`config.mk`:
```
export PLATFORM = sky130hd
export DESIGN_NAME = vector_sequencer
export DESIGN_NICKNAME = d
export VERILOG_FILES = /design/src/rtl/vector_sequencer.sv
export SDC_FILE = /design/constraint.sdc
export NUM_CORES = 1
export LEC_CHECK = 0
export BUFFER_PORTS_ARGS = -buffer_cell sky130_fd_sc_hd__buf_2
export CORE_ASPECT_RATIO = 0.6
export CORE_MARGIN = 5
export CORE_UTILIZATION = 57
export DETAILED_ROUTE_END_ITERATION = 12
export PLACE_DENSITY = 0.84
export SLEW_MARGIN = 40
export SYNTH_ARGS = -nofsm -noshare
export SYNTH_HDL_FRONTEND = slang
export SYNTH_SLANG_ARGS = --single-unit
```
`constraint.sdc`:
```
create_clock -name clk -period 2.2 [get_ports clk]
set_clock_uncertainty 0.1 [all_clocks]
set_input_delay 0.44 -clock clk [delete_from_list [all_inputs] [get_ports clk]]
set_output_delay 0.44 -clock clk [all_outputs]
set_load 0.02 [all_outputs]
```
`src/rtl/vector_sequencer.sv`:
```
// vector_sequencer: steps a 4-bit transform unit through a code table,
// holding each code HOLD cycles and reporting each captured output.
module vector_sequencer #(
  parameter  int DEPTH = 8,
  parameter  int HOLD  = 4,
  localparam int AW    = $clog2(DEPTH),
  localparam int CW    = (HOLD > 1) ? $clog2(HOLD) : 1
) (
  input  logic          clk,
  input  logic          rst_n,
  input  logic          i_wr_en,
  input  logic [AW-1:0] i_wr_addr,
  input  logic [3:0]    i_wr_data,
  input  logic [3:0]    i_len,
  input  logic          i_start,
  input  logic          i_abort,
  output logic [3:0]    o_dut_in,
  input  logic [3:0]    i_dut_out,
  output logic          o_busy,
  output logic          o_res_valid,
  output logic [AW-1:0] o_res_idx,
  output logic [3:0]    o_res_data,
  output logic [3:0]    o_res_xor,
  output logic          o_done
);

  typedef enum logic {
    S_IDLE,
    S_RUN
  } state_t;

  localparam logic [CW-1:0] CNT_LOAD = CW'(HOLD - 1);
  localparam logic [CW-1:0] CNT_ONE  = CW'(1);
  localparam logic [AW-1:0] IDX_ONE  = AW'(1);
  localparam logic [AW:0]   LEN_ONE  = (AW+1)'(1);
  localparam logic [AW:0]   LEN_MAX  = (AW+1)'(DEPTH);

  state_t        r_state;
  state_t        w_state_nxt;
  logic [3:0]    r_tbl [DEPTH];
  logic [3:0]    r_dut_in;
  logic [3:0]    r_res_data;
  logic [3:0]    r_res_xor;
  logic [AW-1:0] r_res_idx;
  logic [AW-1:0] r_idx;
  logic [CW-1:0] r_cnt;
  logic [AW:0]   r_len;
  logic          r_res_valid;
  logic          r_done;

  logic [AW:0]   w_len_eff;
  logic          w_go;
  logic          w_empty;
  logic          w_dec;
  logic          w_cap;
  logic          w_last;
  logic          w_adv;

  assign w_len_eff = (int'(i_len) > DEPTH) ? LEN_MAX
                   : (AW+1)'(i_len);

  always_comb begin
    w_state_nxt = r_state;
    w_go        = 1'b0;
    w_empty     = 1'b0;
    w_dec       = 1'b0;
    w_cap       = 1'b0;
    w_last      = 1'b0;
    w_adv       = 1'b0;
    unique case (r_state)
      S_IDLE: begin
        if (i_start) begin
          if (w_len_eff != '0) begin
            w_go        = 1'b1;
            w_state_nxt = S_RUN;
          end else begin
            w_empty = 1'b1;
          end
        end
      end
      S_RUN: begin
        // abort outranks both the countdown and the capture
        if (i_abort) begin
          w_state_nxt = S_IDLE;
        end else if (r_cnt != '0) begin
          w_dec = 1'b1;
        end else begin
          w_cap = 1'b1;
          if ({1'b0, r_idx} == r_len - LEN_ONE) begin
            w_last      = 1'b1;
            w_state_nxt = S_IDLE;
          end else begin
            w_adv = 1'b1;
          end
        end
      end
      default: w_state_nxt = S_IDLE;
    endcase
  end

  always_ff @(posedge clk or negedge rst_n) begin
    if (!rst_n) begin
      r_state <= S_IDLE;
    end else begin
      r_state <= w_state_nxt;
    end
  end

  // the start edge reads entry 0 before any same-edge write lands
  always_ff @(posedge clk or negedge rst_n) begin
    if (!rst_n) begin
      for (int i = 0; i < DEPTH; i++) begin
        r_tbl[i] <= '0;
      end
    end else if (i_wr_en && (r_state == S_IDLE)) begin
      r_tbl[i_wr_addr] <= i_wr_data;
    end
  end

  always_ff @(posedge clk or negedge rst_n) begin
    if (!rst_n) begin
      r_dut_in    <= '0;
      r_res_data  <= '0;
      r_res_xor   <= '0;
      r_res_idx   <= '0;
      r_idx       <= '0;
      r_cnt       <= '0;
      r_len       <= '0;
      r_res_valid <= 1'b0;
      r_done      <= 1'b0;
    end else begin
      r_res_valid <= 1'b0;
      r_done      <= 1'b0;
      if (w_go) begin
        r_idx     <= '0;
        r_cnt     <= CNT_LOAD;
        r_dut_in  <= r_tbl[0];
        r_res_xor <= '0;
        r_len     <= w_len_eff;
      end
      if (w_empty) begin
        r_done    <= 1'b1;
        r_res_xor <= '0;
      end
      if (w_dec) begin
        r_cnt <= r_cnt - CNT_ONE;
      end
      if (w_cap) begin
        r_res_data  <= i_dut_out;
        r_res_idx   <= r_idx;
        r_res_valid <= 1'b1;
        r_res_xor   <= r_res_xor ^ i_dut_out;
      end
      if (w_last) begin
        r_done <= 1'b1;
      end
      if (w_adv) begin
        r_idx    <= r_idx + IDX_ONE;
        r_dut_in <= r_tbl[r_idx + IDX_ONE];
        r_cnt    <= CNT_LOAD;
      end
    end
  end

  assign o_dut_in    = r_dut_in;
  assign o_busy      = (r_state == S_RUN);
  assign o_res_valid = r_res_valid;
  assign o_res_idx   = r_res_idx;
  assign o_res_data  = r_res_data;
  assign o_res_xor   = r_res_xor;
  assign o_done      = r_done;

endmodule

```
==> impl_metrics.csv <==
group,metric,value,unit
critical_path,slowest_stage,"dfrtp_1",
grt,grt_max_degree,38,
cts,cts_tree,"yes",
detailed_routing,avgViaCountPerCell,5.683,
critical_path,worstPathCellList,"inv_1 > ha_1 > xnor2_1 > o211ai_4 > o311ai_2 > a32oi_1",
place,dpl_worst_slack,0.2140,ns
cts,cts_root_buf,"clkbuf_8",
cts,cts_made_buffers,9,
place,routabilityCongestion,0.8423,
critical_path,end_kind,"register",
synth,synthArstFlopShare,100.0,%
synth,yosysWarnings,0,
critical_path,cp_max_fo,5,
timing,max_freq,489.0,MHz
critical_path,slowest_delay,0.42,ns
cts,clock-sinks,59,
status,status,"completed",
synth,synth_top_family_by_area,"multiplexers",
place,port_buffers,37,
synth,synth_edf_count,0,
cts,cts_buffer_depth,2,
detailed_routing,drt-total-wl,5.713,mm
cells_and_area,syn_to_final_growth,17.22,%
grt,gr-total-overflow,0,
cells_and_area,nets,280,
critical_path,path_class,"register to register",
synth,synth_xor_area_share,1.239,%
timing,fin_ws,0.1549,ns
grt,grt_pass1_wl,9.818,mm
cts,htreeDepth,3,
floorplanning,rows,19,
cells_and_area,n_antenna_cell,0,
timing,setup_viol,0,
critical_path,cp-start-kind,"register",
power_and_ir_drop,p_per_area,1026,nW/um^2
timing,tightest_slew,0.5969,ns
run,drv_cap,0,
min_path,hold_class,"input pin to register",
grt,grt_usage,19.93,%
synth,synth_fa_ha_area_share,1.328,%
detailed_routing,dr.pass1.iters,4,
detailed_routing,vias,1847,
place,place_inst,308,
cells_and_area,fin_cells,325,
cts,cts_resized,0,
timing,timing.final.crit_share,92.96,%
synth,ys.flop_type,"dfrtp_1",
floorplanning,ios,38,
detailed_routing,route.detailed.drc,0,
cts,cts.clk_slew.worst_paths,0.07,ns
timing,rsz0062_at_grt,"false",
cts,clkLatencyLatePin,0.34,ns
grt,grt_pass1_vias,1936,
floorplanning,die_area,6513,um^2
synth,synth_seq_cells,59,
detailed_routing,drtAntennaViolNets,0,
timing,finalHoldViolCount,0,
cells_and_area,drive_gt1_share,41.98,%
place,place.detailed.hpwl,4.251,mm
cts,post-cts-setup-buffers,0,
critical_path,critical_path_required,2.31,ns
synth,avgSynthCellArea,13.59,um^2
critical_path,arrival,2.16,ns
power_and_ir_drop,vdd_ir_drop_max,0.0005708,V
detailed_routing,drt_iter0_markers,114,
timing,min_period,2.045,ns
place,place_area,3100,um^2
grt,grt_antenna_before_repair,0,
floorplanning,die_y,64.55,um
floorplanning,start_util,60.35,%
synth,yosysSeqAreaShare,52.24,%
timing,slew-limit-headroom,60.07,%
floorplanning,fp.coreArea,4683,um^2
synth,synth_cell_type_count,48,
synth,synth_compound_area_share,7.658,%
power_and_ir_drop,fin_total_pwr,3.401,mW
cells_and_area,design_area,3313,um^2
timing,slew_violations,0,
floorplanning,die_x,100.9,um
synth,syn_area,2826,um^2
synth,yosys.area_share.simple,10.18,%
synth,muxShareOfSynthArea,24.75,%
detailed_routing,wl_per_cell,17.58,um
synth,synth_nets,231,
synth,syn_inst,208,
power_and_ir_drop,p_leak,1.587,nW
timing,fin_tns_setup,0,ns
cell usage after synthesis, types with 2 or more instances:
cell	number	share of area, %
dfrtp_1	59	52
mux2_2	32	13
nand2_1	23	3.1
mux2i_1	14	5.0
inv_1	8	1.1
o21ai_0	7	1.2
nand3_1	4	0.71
ha_1	3	1.3
mux4_1	3	2.8
mux4_4	3	2.7
nand2b_1	3	0.66
nand3b_1	3	0.80
nor2_1	3	0.40
xor2_1	3	0.93
a22o_1	2	0.62
a22o_2	2	0.71
and3_1	2	0.44
mux4_2	2	1.6
nor3b_2	2	0.89
or3_1	2	0.44
metrics by stage:
step / util, % / hold slack, ns
5_1_grt: 70.75 / 0.2471
3_5_place_dp: 66.20 / 0.3507
2_1_floorplan: - / 0.04441
3_3_place_gp: 66.20 / 0.3493
6_report: 70.75 / 0.2321
4_1_cts: 70.75 / 0.2188
flip-flops by register name (all words and copies together), names as in the netlist:
name and count:
r_tbl 32, o_dut_in 4, o_res_data 4, o_res_xor 4, r_len 4, o_res_idx 3, r_idx 3, r_cnt 2
o_busy 1, o_done 1, o_res_valid 1
timing repair:
action                                  4_1_cts  5_1_grt
endpoints found under the hold margin        22        0
endpoints found under the setup margin        0        0
hold buffers                                  1        0
final timing paths:
path | start | endpoint | slack [ns] | cells past startpoint
max reg2reg | r_len[0] | r_cnt[1] | 0.15 | 6
max in group asynchronous | rst_n | r_len[1] | 0.90 | 3
min reg2reg | o_res_idx[2] | o_res_idx[2] | 0.37 | 2
min in group asynchronous | rst_n | o_res_xor[2] | 0.50 | 2
max | r_len[0] | r_cnt[1] | 0.15 | 6
min | i_dut_out[2] | o_res_data[2] | 0.23 | 3
worst max-delay path, delay by kind of cell (launching register included):
kind / cells / cell delay [ns]
AOI/OAI and AO/OA: 3 / 0.74
buffers and inverters: 1 / 0.07
adders and majority gates: 1 / 0.21
xor gates and xnor gates: 1 / 0.38
DFF: 1 / 0.42
cells by family (layout without fill, tap and decap cells):
logic type | Yosys count | in the layout
muxes | 54 | 54
and+or+nand+nor | 50 | 50
AOI/OAI and AO/OA | 24 | 24
xor gates and xnor gates | 4 | 4
buffers and inverters | 14 | 68
DFF | 59 | 59
adders and majority gates | 3 | 3
area by class of cell:
cell class                      count  area (um^2)
Multi-Input combinational cell    135         1276
Tap cell                           63        78.83
Fill cell                         321         1370
Timing Repair Buffer               43        245.2
Sequential cell                    59         1476
Clock inverter                      6        65.06
Inverter                            9        33.78
Clock buffer                       10        137.6
cells in the final DEF, fill, tap and decap left out, drive strengths merged, types with 2 or more instances in the layout:
| cell type | n |
|---|---|
| a22o | 4 |
| and3 | 2 |
| buf | 42 |
| clkbuf | 10 |
| clkinvlp | 4 |
| dfrtp | 59 |
| ha | 3 |
| inv | 9 |
| mux2 | 32 |
| mux2i | 14 |
| mux4 | 8 |
| nand2 | 24 |
| nand2b | 3 |
| nand3 | 4 |
| nand3b | 4 |
| nor2 | 3 |
| nor3b | 3 |
| o211ai | 2 |
| o21ai | 8 |
| or3 | 2 |
| xor2 | 3 |
metal layers:
layer / vias up / wire length, um / GRT usage (%)
li1: 860 / - / -
met1: 927 / 2871 / 29.92
met2: 53 / 2408 / 26.64
met3: 7 / 398 / 8.574
met4: 0 / 34 / 4.809
met5: - / 0 / 0
power by group:
part | internal [mW] | leakage [nW] | switching [mW]
Combinational | 0.449 | 0.754 | 0.423
Sequential | 1.37 | 0.742 | 0.173
Clock | 0.550 | 0.0905 | 0.438
No activity file was read; power rests on OpenSTA's default activity.
